<file path="config.mk">
export PLATFORM = sky130hd
export DESIGN_NAME = video2ram
export DESIGN_NICKNAME = d
export VERILOG_FILES = /design/src/rtl/video2ram.sv
export SDC_FILE = /design/constraint.sdc
export NUM_CORES = 1
export LEC_CHECK = 0
export CORE_MARGIN = 3
export CORE_UTILIZATION = 59
export CTS_CLUSTER_SIZE = 10
export DETAILED_ROUTE_END_ITERATION = 16
export PLACE_DENSITY = 0.86
export SLEW_MARGIN = 20
export SYNTH_ARGS = -nofsm -noshare
export SYNTH_HDL_FRONTEND = slang
export SYNTH_SLANG_ARGS = --single-unit
</file>
<file path="constraint.sdc">
create_clock -name clock -period 7.8 [get_ports clock]
set_input_delay 1.17 -clock clock [delete_from_list [all_inputs] [get_ports clock]]
set_output_delay 1.17 -clock clock [all_outputs]
set_load 0.02 [all_outputs]
</file>
<file path="src/rtl/video2ram.sv">
// Dreamcast two-phase 12-bit video capture: rebuilds 24-bit pixels, tracks raster position from
// the sync edges and writes active pixels into the line-buffer RAM, flagging when it is primed.
module video2ram #(
    parameter int unsigned RAM_ADDRESS_BITS = 14,
    parameter int unsigned H_ACTIVE         = 640,
    parameter int unsigned V_ACTIVE         = 480,
    parameter int unsigned H_START          = 118,
    parameter int unsigned V_START          = 36,
    parameter int unsigned BUFFER_LINES     = 16,
    parameter int unsigned TRIGGER_LINE     = 2
) (
    input  logic                        clock,
    input  logic                        reset,
    input  logic [11:0]                 data,
    input  logic                        _hsync,
    input  logic                        _vsync,
    input  logic                        line_doubler,
    output logic [RAM_ADDRESS_BITS-1:0] wraddr,
    output logic [23:0]                 wrdata,
    output logic                        wren,
    output logic                        starttrigger
);

    typedef enum logic {StWaitVsync, StCapture} state_e;

    state_e                      state_q, state_d;
    logic [11:0]                 data_q, hold_q, hold_d;
    logic                        hsync_q, hsync_prev_q, vsync_q, vsync_prev_q;
    logic                        ld_q, ld_prev_q;
    logic                        phase_q, phase_d;
    logic [10:0]                 pixcnt_q, pixcnt_d;
    logic [9:0]                  linecnt_q, linecnt_d;
    logic [RAM_ADDRESS_BITS-1:0] wraddr_q, wraddr_d;
    logic [23:0]                 wrdata_q, wrdata_d;
    logic                        wren_q, wren_d;
    logic                        trig_q, trig_d;

    logic                        hf, vf, ld_chg, in_x, in_y, pixel_done, last_px;
    logic [31:0]                 pix_x, pix_y, row, v_lim;
    logic [RAM_ADDRESS_BITS-1:0] addr_norm, addr_dbl;

    assign hf     = hsync_prev_q & ~hsync_q;
    assign vf     = vsync_prev_q & ~vsync_q;
    assign ld_chg = ld_q ^ ld_prev_q;

    // Below-start positions wrap to huge unsigned values, so one compare bounds each axis.
    assign pix_x     = 32'(pixcnt_q) - H_START;
    assign pix_y     = 32'(linecnt_q) - V_START;
    assign v_lim     = ld_q ? V_ACTIVE / 2 : V_ACTIVE;
    assign in_x      = pix_x < H_ACTIVE;
    assign in_y      = pix_y < v_lim;
    assign row       = pix_y & (BUFFER_LINES - 1);
    assign addr_norm = RAM_ADDRESS_BITS'(row * H_ACTIVE + pix_x);
    assign addr_dbl  = RAM_ADDRESS_BITS'({pix_y[1:0], pix_x[9:0]});
    assign last_px   = (pix_x == H_ACTIVE - 1) && (pix_y == TRIGGER_LINE);

    // A sync edge or mode change on the completing cycle drops the half-built pixel.
    assign pixel_done = (state_q == StCapture) && phase_q && !hf && !vf && !ld_chg && in_x && in_y;

    always_comb begin
        state_d = state_q;
        if (ld_chg) begin
            state_d = StWaitVsync;
        end else if (state_q == StWaitVsync && vf) begin
            state_d = StCapture;
        end

        phase_d  = hf ? 1'b0 : ~phase_q;
        pixcnt_d = pixcnt_q;
        if (hf) begin
            pixcnt_d = '0;
        end else if (phase_q && pixcnt_q != 11'h7ff) begin
            pixcnt_d = pixcnt_q + 11'd1;
        end

        linecnt_d = linecnt_q;
        if (vf) begin
            linecnt_d = '0;
        end else if (hf && linecnt_q != 10'h3ff) begin
            linecnt_d = linecnt_q + 10'd1;
        end

        hold_d   = phase_q ? hold_q : data_q;
        wren_d   = pixel_done;
        wraddr_d = wraddr_q;
        wrdata_d = wrdata_q;
        if (pixel_done) begin
            wraddr_d = ld_q ? addr_dbl : addr_norm;
            wrdata_d = {hold_q, data_q};
        end

        trig_d = trig_q;
        if (ld_chg || state_q == StWaitVsync) begin
            trig_d = 1'b0;
        end else if (pixel_done && last_px) begin
            trig_d = 1'b1;
        end
    end

    always_ff @(posedge clock) begin
        if (!reset) begin
            state_q      <= StWaitVsync;
            data_q       <= '0;
            hold_q       <= '0;
            hsync_q      <= 1'b1;
            hsync_prev_q <= 1'b1;
            vsync_q      <= 1'b1;
            vsync_prev_q <= 1'b1;
            ld_q         <= 1'b0;
            ld_prev_q    <= 1'b0;
            phase_q      <= 1'b0;
            pixcnt_q     <= '0;
            linecnt_q    <= '0;
            wraddr_q     <= '0;
            wrdata_q     <= '0;
            wren_q       <= 1'b0;
            trig_q       <= 1'b0;
        end else begin
            state_q      <= state_d;
            data_q       <= data;
            hold_q       <= hold_d;
            hsync_q      <= _hsync;
            hsync_prev_q <= hsync_q;
            vsync_q      <= _vsync;
            vsync_prev_q <= vsync_q;
            ld_q         <= line_doubler;
            ld_prev_q    <= ld_q;
            phase_q      <= phase_d;
            pixcnt_q     <= pixcnt_d;
            linecnt_q    <= linecnt_d;
            wraddr_q     <= wraddr_d;
            wrdata_q     <= wrdata_d;
            wren_q       <= wren_d;
            trig_q       <= trig_d;
        end
    end

    assign wraddr       = wraddr_q;
    assign wrdata       = wrdata_q;
    assign wren         = wren_q;
    assign starttrigger = trig_q;

endmodule

</file>
; ---- After elaboration in Yosys (flattened, before gate mapping)
; Index checks and enable logic that the tools add are counted.
[totals]
ff_bits = 93
output_inout_bits = 40
in_bits = 17
wordCells = 57
[classes]
n_mul = 1
n_eq_ne = 4
n_bitwise = 8
magnitude_cmp = 2
reduce_logical = 19
muxes = 2
addsub = 5
[ops]
columns = cell, n
row1 = "32-bit by 10-bit equality test with 1-bit output, second input constant", 1
row2 = "32-bit by 2-bit equality test with 1-bit output, second input constant", 1
row3 = "32-bit by 10-bit < comparator with 1-bit output, second input constant", 1
row4 = 32-bit by 9-bit < comparator with 1-bit output, 1
row5 = 14-bit by 12-bit adder with 14-bit output, 1
row6 = 14-bit two-way mux, 1
row7 = "11-bit by 7-bit subtractor with 12-bit output, second input constant", 1
row8 = "11-bit by 1-bit adder with 11-bit output, second input constant", 1
row9 = 1-bit logical AND, 11
row10 = "11-bit inequality test, second input constant", 1
row11 = "10-bit by 6-bit subtractor with 11-bit output, second input constant", 1
row12 = "10-bit by 1-bit adder with 10-bit output, second input constant", 1
row13 = "10-bit inequality test, second input constant", 1
row14 = 9-bit two-way mux, 1
row15 = 2-bit OR reduction, 4
row16 = "4-bit by 3-bit multiplier with 7-bit output, second input constant", 1
row17 = 1-bit NOT, 5
row18 = 1-bit zero test, 3
row19 = 1-bit AND, 2
row20 = 1-bit logical OR, 1
row21 = 1-bit XOR, 1

; ---- Depth between registers and ports, before layout
[logic_depth]
depth_word = 9
depth_mapped = 15
ltp_nobuf = 15

; ---- Worst setup path before layout
; No wires, ideal clock.
[synth_timing]
path_type = register to register
startpoint = register linecnt_q[2]
endpoint = register wraddr_q[13], in the netlist wraddr[13]
setup_time_ns = 0.096
period_less_slack_ns = 2.976
path_buffers = 0
slack_ns = 4.824
path_stages_with_launch = 16
arrival_ns = 2.880
required_ns = 7.704
path_cell_list = dfxtp_1 > inv_1 > ha_1 > inv_1 > ha_1 > ha_1 > inv_1 > fa_1 > inv_1 > ha_1 > o21a_1 > o31a_1 > o21a_1 > nor2_1 > xnor2_1 > o41ai_2
[synth_between]
elab_chain_cells = 4
word_cells_on_any_way = 6
cone_classes = add/sub (2) / mul (1) / order compare (1) / mux (1) / reduce/logical (1)
[synth_lines]
columns = item, line
row1 = start: declaration, 32  ; logic [9:0] linecnt_q, linecnt_d;
row2 = start signal: assignment, 130  ; linecnt_q <= linecnt_d;
row3 = 10-bit by 6-bit subtractor with 11-bit output (*), 48  ; assign pix_y = 32'(linecnt_q) - V_START;
row4 = 4-bit by 3-bit multiplier with 7-bit output, 53  ; assign addr_norm = RAM_ADDRESS_BITS'(row * H_ACTIVE + pix_x);
row5 = 14-bit by 12-bit adder with 14-bit output, 53
row6 = 14-bit two-way mux, 88  ; wraddr_d = ld_q ? addr_dbl : addr_norm;
row7 = end signal: assignment, 131  ; wraddr_q <= wraddr_d;
row8 = end: declaration, 33  ; logic [RAM_ADDRESS_BITS-1:0] wraddr_q, wraddr_d;
; Mark *: on every way between the ends. The rest lies on a longest branch, timed or not.
; A chain may end at the register's enable or synchronous reset.

; ---- Final worst setup path
[layout_timing]
startpoint = register linecnt_q[2]
endpoint = register wraddr_q[11], in the netlist wraddr[11]
; The elaborated chain is that of the path after synthesis.

==> flow_metrics.tcl <==
set metrics [dict create \
    drv_cap 0 \
    pwr-share-seq_pct 57.2 \
    syn_to_final_growth_pct 17.2 \
    multi_input_area_um2 2260 \
    rows 30 \
    postRouteAntennaNets 0 \
    required_ns 8.07 \
    p_sw_share_pct 25.8 \
    power_mw 0.870 \
    cts_tree "done" \
    yosys-top-cells-area "dfxtp_1, ha_1, a21oi_1, nand3_1, o21ai_0" \
    fin_nets 568 \
    dr.pass1.iters 4 \
    worst_path_max_delay_cell "a311oi_4" \
    worst_pin_slew_ns 1.01 \
    rsz0062_at_grt "false" \
    grtUsageTotal_pct 24.6 \
    placedCellCount 615 \
    drv_slew 0 \
    synth-xor-area-share_pct 6.46 \
    gp_congestion 0.869 \
    grt_overflow 0 \
    setup.worst_path.start_class "flop" \
    wl_per_cell_um 15.9 \
    nFillCells 531 \
    r2r_slack_ns 4.14 \
    path_delay_family "compound AO/OA/AOI/OAI gates" \
    syn_avg_cell_area_um2 8.79 \
    cell_internal_pwr_mw 0.645 \
    htreeDepth 3 \
    antenna_found_initial 0 \
    clkTransAtPathRegs_ns 0.10 \
    p_leak_nw 1.75 \
    die-area_um2 8420 \
    cts_resized 0 \
    clock.fmax_mhz 273 \
    setup_slack_ns 4.14 \
    ioPinCount 57 \
    hold_viol_final 0 \
    core-area_um2 6980 \
    cts.sinks 93 \
    grt_max_degree 52 \
    fin_setup_tns_ns 0 \
    muxShareOfSynthArea_pct 3.23 \
    p_per_area_nw_per_um2 171 \
    worst-path-buf-inv 2 \
    syn_inst 494 \
    slowest_delay_ns 0.72 \
    holdBufCountCts 0 \
    cts_buffers 9 \
    synth_top_family_by_area "simple AND/OR/NAND/NOR gates" \
    post-dp-hpwl_um 7060 \
    crit_arrival_ns 3.92 \
    max-slew-margin-rel_pct 32.7 \
    initial_utilization_pct 62.2 \
    post-route-min-period_ns 3.66 \
    synth_compound_area_share_pct 16.6 \
    clock_latency_ns 0.36 \
    syn_nets 532 \
    grt_pass1_vias 3513 \
    avgViaCountPerCell 5.76 \
    yosysMostFrequentCell "dfxtp_1" \
    syn-cell-area_um2 4340 \
    wl_um 10000 \
    yosysSeqAreaShare_pct 42.9 \
    antenna_cells_inserted 0 \
    synth_edf_count 0 \
    drive_above_1_share_pct 5.61 \
    port_buffers 56 \
    skew_ns 0.0145 \
    timing.hold.ws_ns 0.443 \
    synthAdderAreaFrac_pct 6.40 \
    drc 0 \
    pre_cts_ws_ns 4.19 \
    root_buffer "clkbuf_8" \
    regArea_um2 1860 \
    p_comb_share_pct 7.2 \
    dieHeight_um 91.8 \
    async_flop_share_pct 0 \
    path_cells "inv_1 > ha_1 > nand2b_4 > a211oi_1 > xor2_1 > ha_1 > nor2b_1 > nand4_1 > a211o_1 > a311oi_4 > buf_4 > a21oi_1 > a211oi_1" \
    yosysWarnings 0 \
    synth_area_leader_cell "dfxtp_1" \
    p_switching_mw 0.224 \
    critPathCaptureType "flop" \
    finalCritPeriodShare_pct 46.9 \
    netlist_top_cells_count "dfxtp_1, a21oi_1, nor2_1" \
    instances_no_fill 631 \
    critPathKind "reg -> reg" \
    via_count 3635 \
    synthFlopType "dfxtp_1" \
    ys_ff_latch 93 \
    ys_types 53 \
    irDropWorstVdd_mv 0.101 \
    worst_hold_path_type "reg -> reg" \
    drt_iter0_markers 291 \
    power_frac_clock_pct 35.6 \
    yosys.area.top_type_share_pct 42.9 \
    synth_simple_gate_area_share_pct 19.3 \
    post_cts_buffers 0 \
    cts_buffer_depth 2 \
    status "finished, final reports clean" \
    grt_pass1_wl_um 16800 \
    final-setup-viol-count 0 \
    crit_fanout 22 \
    die_x_um 91.8 \
]
layout by cell type (no fill, tap or decap), drive strengths merged, types with 7 or more instances in the layout:
master / n
nand2b: 8
o21ai: 37
mux2i: 14
xor2: 15
clkdlybuf4s50: 56
a21oi: 48
nand2: 24
inv: 18
nor3: 7
a211oi: 10
nand4: 8
nand3: 39
nor2: 45
dfxtp: 93
ha: 19
and2: 16
clkbuf: 10
xnor2: 17
per-stage QoR:
step	util, %	cell area, µm²
after floorplan	-	4340
final	72.9	5090
after CTS	72.9	5090
after detailed placement	70.1	4900
after global routing	72.9	5090
after global placement	70.1	4900
path summary, 6_finish.rpt:
path                 from            to  depth (start not counted)
max          linecnt_q[2]    wraddr[11]                         13
min               vsync_q  vsync_prev_q                          1
max reg2reg  linecnt_q[2]    wraddr[11]                         13
min reg2reg       vsync_q  vsync_prev_q                          1
sequential cells by signal, indices dropped and copies added (netlist names), 10 cells and up:
| name | count |
|---|---|
| wraddr | 14 |
| linecnt_q | 10 |
| hold_q | 12 |
| pixcnt_q | 11 |
| data_q | 12 |
| wrdata | 24 |
cell type report:
cell class	count	share of cell area, %
Multi-Input combinational cell	350	44.5
Sequential cell	93	36.6
Timing Repair Buffer	60	11.6
Clock buffer	10	2.71
Tap cell	96	2.36
Inverter	16	1.18
Clock inverter	6	1.03
kinds of logic after synthesis:
logic type | count (synthesis)
multiplexers | 14
XOR/XNOR | 32
buffers and inverters | 51
AND/OR/NAND/NOR | 165
AO/OA/AOI/OAI | 118
flip-flops | 93
adder cells (fa/ha/maj) | 21
routing by layer:
layer  share of wire [%]  track usage [%]  up-vias
met4                 1.7             9.28        0
met5                   0                0        -
li1                    -                -     1795
met2                  48             41.4      101
met3                 4.5             3.28       19
met1                  46             32.3     1720
power groups by stage:
stage,logic (mW),registers [mW],clock network [mW]
after global placement,0.0592,0.507,0
after detailed placement,0.0617,0.508,0
after CTS,0.0626,0.497,0.314
final,0.0629,0.497,0.310
after floorplan,0.0471,0.501,0
after global routing,0.0710,0.499,0.331
Power figures use the tool's default switching activity.
